`src/rtl/inst_fetch_unit.sv`:
```
// Instruction-fetch unit for the five-stage pipeline.
// Holds the program counter, drives the instruction memory interface and
// fills the IF/ID register. Exceptions, interrupts and branch/jump
// redirects all override a load-use stall. Every output comes straight
// from a flop.
module inst_fetch_unit #(
  parameter logic [31:0] RESET_VECTOR = 32'h0000_0000,
  parameter logic [31:0] IRQ_VECTOR   = 32'h0000_0004,
  parameter logic [31:0] EXC_VECTOR   = 32'h0000_0008,
  parameter logic [31:0] NOP_WORD     = 32'h0000_0000
) (
  input  logic        clk,
  input  logic        rst_n,
  output logic [31:0] rom_addr_o,
  output logic        rom_ce_o,
  input  logic [31:0] rom_data_i,
  input  logic        stall_i,
  input  logic        redirect_i,
  input  logic [31:0] redirect_pc_i,
  input  logic        irq_i,
  input  logic        irq_en_i,
  input  logic        exc_i,
  input  logic [31:0] exc_pc_i,
  output logic        irq_ack_o,
  output logic [31:0] epc_o,
  output logic [31:0] if_pc_o,
  output logic [31:0] if_inst_o,
  output logic        if_valid_o
);

  typedef enum logic [0:0] {
    S_IDLE = 1'b0,
    S_RUN  = 1'b1
  } state_e;

  // Instruction addresses are word aligned, so the two low bits are always
  // cleared. This also covers a misaligned jump target or vector.
  function automatic logic [31:0] word_align(input logic [31:0] addr);
    return {addr[31:2], 2'b00};
  endfunction

  state_e      state_q, state_d;
  logic [31:0] pc_q, pc_d;
  logic        rom_ce_q, rom_ce_d;
  logic [31:0] if_pc_q, if_pc_d;
  logic [31:0] if_inst_q, if_inst_d;
  logic        if_valid_q, if_valid_d;
  logic        irq_ack_q, irq_ack_d;
  logic [31:0] epc_q, epc_d;
  logic        irq_take_s;

  // An interrupt is refused in the cycle right after an acceptance. This
  // keeps the acknowledge to a single-cycle pulse even if irq_i is still
  // held high.
  assign irq_take_s = irq_i & irq_en_i & ~irq_ack_q;

  // Next-state logic: sequencing, priority of fetch events and IF/ID update.
  always_comb begin
    state_d    = state_q;
    pc_d       = pc_q;
    rom_ce_d   = rom_ce_q;
    if_pc_d    = if_pc_q;
    if_inst_d  = if_inst_q;
    if_valid_d = if_valid_q;
    irq_ack_d  = 1'b0;
    epc_d      = epc_q;
    case (state_q)
      S_IDLE: begin
        // The first cycle after reset only enables the memory. Nothing is
        // captured and IF/ID keeps its bubble.
        state_d  = S_RUN;
        rom_ce_d = 1'b1;
      end
      S_RUN: begin
        state_d  = S_RUN;
        rom_ce_d = 1'b1;
        if (exc_i) begin
          pc_d       = word_align(EXC_VECTOR);
          epc_d      = exc_pc_i + 32'd4;
          if_pc_d    = pc_q;
          if_inst_d  = NOP_WORD;
          if_valid_d = 1'b0;
        end else if (irq_take_s) begin
          // The fetch being squashed now is where the handler returns to.
          pc_d       = word_align(IRQ_VECTOR);
          epc_d      = pc_q;
          irq_ack_d  = 1'b1;
          if_pc_d    = pc_q;
          if_inst_d  = NOP_WORD;
          if_valid_d = 1'b0;
        end else if (redirect_i) begin
          // There is no delay slot: the word fetched this cycle is dropped.
          pc_d       = word_align(redirect_pc_i);
          if_pc_d    = pc_q;
          if_inst_d  = NOP_WORD;
          if_valid_d = 1'b0;
        end else if (stall_i) begin
          pc_d       = pc_q;
          if_pc_d    = if_pc_q;
          if_inst_d  = if_inst_q;
          if_valid_d = if_valid_q;
        end else begin
          pc_d       = pc_q + 32'd4;
          if_pc_d    = pc_q;
          if_inst_d  = rom_data_i;
          if_valid_d = 1'b1;
        end
      end
      default: begin
        state_d    = S_IDLE;
        rom_ce_d   = 1'b0;
        pc_d       = word_align(RESET_VECTOR);
        if_pc_d    = 32'h0000_0000;
        if_inst_d  = NOP_WORD;
        if_valid_d = 1'b0;
        epc_d      = 32'h0000_0000;
      end
    endcase
  end

  // State, PC and IF/ID registers, cleared asynchronously by rst_n.
  always_ff @(posedge clk or negedge rst_n) begin
    if (!rst_n) begin
      state_q    <= S_IDLE;
      pc_q       <= word_align(RESET_VECTOR);
      rom_ce_q   <= 1'b0;
      if_pc_q    <= 32'h0000_0000;
      if_inst_q  <= NOP_WORD;
      if_valid_q <= 1'b0;
      irq_ack_q  <= 1'b0;
      epc_q      <= 32'h0000_0000;
    end else begin
      state_q    <= state_d;
      pc_q       <= pc_d;
      rom_ce_q   <= rom_ce_d;
      if_pc_q    <= if_pc_d;
      if_inst_q  <= if_inst_d;
      if_valid_q <= if_valid_d;
      irq_ack_q  <= irq_ack_d;
      epc_q      <= epc_d;
    end
  end

  assign rom_addr_o = pc_q;
  assign rom_ce_o   = rom_ce_q;
  assign if_pc_o    = if_pc_q;
  assign if_inst_o  = if_inst_q;
  assign if_valid_o = if_valid_q;
  assign irq_ack_o  = irq_ack_q;
  assign epc_o      = epc_q;

endmodule


```
`config.mk`:
```
export PLATFORM = sky130hd
export DESIGN_NAME = inst_fetch_unit
export DESIGN_NICKNAME = d
export VERILOG_FILES = /design/src/rtl/inst_fetch_unit.sv
export SDC_FILE = /design/constraint.sdc
export NUM_CORES = 1
export LEC_CHECK = 0
export ABC_AREA = 1
export BUFFER_PORTS_ARGS = -buffer_cell sky130_fd_sc_hd__buf_4
export CAP_MARGIN = 25
export CORE_UTILIZATION = 51
export DETAILED_ROUTE_END_ITERATION = 16
export PLACE_DENSITY_LB_ADDON = 0.3
export RECOVER_POWER = 100
export SLEW_MARGIN = 20
export SYNTH_ARGS = -nofsm -noshare
export SYNTH_HDL_FRONTEND = slang
export SYNTH_SLANG_ARGS = --single-unit
```
`constraint.sdc`:
```
create_clock -name clk -period 2 [get_ports clk]
set_clock_uncertainty 0.05 [all_clocks]
set_input_delay 0.2 -clock clk [delete_from_list [all_inputs] [get_ports clk]]
set_output_delay 0.2 -clock clk [all_outputs]
set_load 0.02 [all_outputs]
```
==> impl_results.md <==
- Status: finished clean
- CP Max Fanout: 6
- TritonRoute pass-1 iters: 6
- DRC Markers: 0
- HP Class: input port to register
- Area growth from synthesis to layout: 33.2%
- Setup Crit Path Kind: register to register
- Placed Area: 9000 um2
- Slew @ Worst Pin: roughly 1.5 ns
- Internal power: approximately 5.6 mW
- Sw frac: a little under a third
- Antenna Cells: 0
- First-pass GRT wire length: approximately 41 mm
- Static Leak: 4.57 nW
- Main combinational cell family by area after synthesis: simple AND/OR/NAND/NOR gates
- Initial Utilization: 53.0%
- Max Cap Viol: 0
- Final WL: between 20 and 30 mm
- Worst EP required: about 2.3 ns
- Unrepaired setup endpoints after global routing: false
- Xor/xnor share of the synthesized area: 1.23%
- Comb power frac: about a fifth
- Total global-route track usage: between 30% and 40%
- RR Startpoint: rom_addr_o[3]$_DFFE_PN0P_
- Placer Congestion: 0.982
- Final Hold Vio Count: 0
- Post-synthesis mux area share: 0%
- Nets@finish: 1,415
- H-tree Lvls: 4
- Mean Syn Cell Area: 6.79 um2
- Routed len/inst: around 18 um
- Share of cells above drive strength 1: around an eighth
- Startpoint types: register
- Number of antenna violations at the first check in global routing: 0
- Slew headroom: 2.92%
- Register-to-Register Path Depth: 9
- Cell repeated most along the worst path: nand2_1
- Max Freq: around 0.53 GHz
- IO Pins: between 200 and 250
- CTS root buf: clkbuf_16
- Core box area: ~13,000 um2
- Simple-gate portion of the synthesized area: between 30% and 40%
- Initial drt markers: approximately 840
- Complex-gate fraction of the synthesized area: roughly 7.9%
- WHS Endpoint: epc_o[31]$_DFFE_PN0P_
- Hold Crit Start: exc_pc_i[31]
- Worst setup EP type: register
- Cells after synthesis: about 1,000
- Worst EP arrival: ~2.2 ns
- Slowest stage cell, crit path: clkbuf_1
- Synthesis Warnings: 0
- Die area: 14,400 um2
- Die Y: roughly 120 um
- CTS Buf Count: 17
- Chip width: roughly 120 um
- Fillcell total: approximately 1,200
- DR vias: approximately 8,100
- Number of global-route vias before repair: a little under 8,000
- Area share of fa/ha/maj cells after synthesis: less than 1%
- Clock buffer depth: 2
- Clock network power share: a little over two fifths
- P_sw: about 2.6 mW
- Reg2reg end: rom_addr_o[11]$_DFFE_PN0P_
- #FFs+latches synth: 127
- Sum of negative setup slack: 0 ns
- Gr ovfl total: 0
- Slowest stage delay, CP: 0.38 ns
- Largest net degree at the start of global routing: 52
- Final Cycle Share: ~95%
- Fin Hold WS: 0.0414 ns
- Port bufs: 227
- Antenna viol nets, final: 0
- Post-CTS Resized: 0
- Worst skew pair latency: ~0.42 ns
- DPL Wire Length: 18.4 mm
- Flop pwr share: a little under two fifths
- Netlist Area Pre-Place: slightly above 7000 um2
- R2r setup slk: 0.1 ns
- CTS tree: yes
- Post-route cell area: between 9000 and 10,000 um2
- Power density cells: 857 nW/um2
- Critical-path cell list: clkbuf_1, nand2_2, nor2_4, nand2_2, nor2_2, xor2_1, nand2_1, nand2_1, nand2_1
- Clk pin slew, worst setup/hold paths: roughly 0.060 ns
- Fin crit period: 1.90 ns
- CTS sink count: between 100 and 150
- Post-synthesis sequential area ratio: about 45%
- Final setup vio count: 0
- Synth unique cells: 28
- Num rows: between 40 and 50
- Max rail drop VDD: around 0.00055 V
- Hold Crit Depth: 5
- Final Slew Violations: 0
- Vias/cell: between 5 and 6
## timing repair
item                                   in CTS  in global routing
buffers inserted                            0                  0
hold buffers                               35                  0
endpoints found under the hold margin      92                  0
## stage by stage
stage | cells | util [%] | setup WS [ns] | power, mW
after global routing | 1499 | 70.5 | 0.0221 | 8.41
after global placement | 1432 | 66.9 | 0.318 | 4.72
after CTS | 1499 | 74.4 | 0.225 | 8.29
after detailed placement | 1432 | 66.9 | 0.238 | 4.75
final | 1499 | 70.5 | 0.0955 | 8.14
after floorplan | 1052 | - | 0.363 | 3.88
## cell usage in the layout, fill, tap and decap left out
master,n
inv_2,3
clkinv_4,1
buf_4,113
nor2_1,146
ha_1,2
nand2_1,447
clkbuf_4,2
clkbuf_1,128
a21oi_1,34
xor2_1,5
nand3_2,1
nor2_4,2
bufinv_16,5
conb_1,5
clkinvlp_4,2
inv_1,67
inv_6,5
dfrtp_1,127
nor2_2,5
dlygate4sd3_1,35
inv_8,1
o21ai_0,65
nand4_1,5
nor3_1,1
a21oi_2,1
o21ai_1,4
a31oi_1,3
o211ai_1,2
nand2_4,1
xnor2_1,5
buf_12,2
nand2_2,6
clkbuf_2,2
clkbuf_16,17
nand3_1,73
## synth_stat cells
cell type	number	area, um2
o211ai_1	1	7.51
nor3_1	1	5.00
nor2_2	5	31.3
xor2_1	5	43.8
o21ai_0	57	285
ha_1	2	25.0
dfrtp_1	127	3180
clkbuf_1	14	52.6
nand3_1	73	365
a31oi_1	3	18.8
nand4_1	5	31.3
a21oi_1	34	170
buf_6	6	67.6
clkbuf_2	1	5.00
conb_1	2	7.51
nor2_4	3	33.8
o21ai_1	12	60.1
nand2_2	7	43.8
a21oi_2	1	8.76
inv_2	3	11.3
nand2_1	447	1680
o211ai_2	1	12.5
inv_1	67	251
nand3_2	1	10.0
xnor2_1	5	43.8
nor2_1	145	544
buf_4	11	82.6
buf_2	10	50.1
## kinds of logic after synthesis
family,after synthesis
and+or+nand+nor,687
buffers and inverters,112
xor gates and xnor gates,10
adders and majority gates,2
AOI/OAI and AO/OA,109
other,2
DFF,127
## power groups by stage
stage          registers (mW)  logic [mW]  clock network, mW
2_1_floorplan            3.33       0.541                  0
3_3_place_gp             3.07        1.66                  0
3_5_place_dp             3.07        1.68                  0
4_1_cts                  3.03        1.75               3.50
5_1_grt                  3.06        1.69               3.66
6_report                 3.04        1.57               3.53
## state kept, by name, indices dropped and copies added, names as in the netlist
register,count
irq_ack_o,1
if_pc_o,30
if_inst_o,32
rom_ce_o,1
epc_o,32
rom_addr_o,30
if_valid_o,1
## worst max-delay path by stage
stage                                          from                          to  slack [ns]  depth (start not counted)
after global routing                          rst_n    if_inst_o[6]$_DFFE_PN0P_        0.02                          3
after detailed placement  rom_addr_o[2]$_DFFE_PN0P_  rom_addr_o[10]$_DFFE_PN0P_        0.24                          7
after global placement    rom_addr_o[9]$_DFFE_PN0P_  rom_addr_o[28]$_DFFE_PN0P_        0.32                          9
after floorplan           rom_addr_o[3]$_DFFE_PN0P_  rom_addr_o[10]$_DFFE_PN0P_        0.36                          7
final                     rom_addr_o[3]$_DFFE_PN0P_  rom_addr_o[11]$_DFFE_PN0P_         0.1                          9
after CTS                 rom_addr_o[2]$_DFFE_PN0P_  rom_addr_o[10]$_DFFE_PN0P_        0.22                          7
## final cells by class
cell class / instances / area (um2) / area share, %
well taps: 176 / 220 / 2.32
inverters: 70 / 263 / 2.77
clock buffers: 18 / 429 / 4.52
clock inverters: 14 / 229 / 2.41
multi-input cells: 813 / 3430 / 36.1
flip-flops and latches: 127 / 3180 / 33.5
repair buffers: 281 / 1740 / 18.3
## critical path, delay by kind of cell (launching register included)
kind,cells,cell delay [ns]
flops,1,0.34
xor+xnor,1,0.17
simple gates,7,0.86
buf+inv,1,0.38
## layer usage
layer	wire length, um	vias up	GRT usage [%]
met5	0	-	0
met4	1220	0	18.2
met1	10200	3810	46.0
met2	13000	444	63.9
met3	2350	72	8.44
li1	-	3788	-
(Power assumes the default switching activity.)
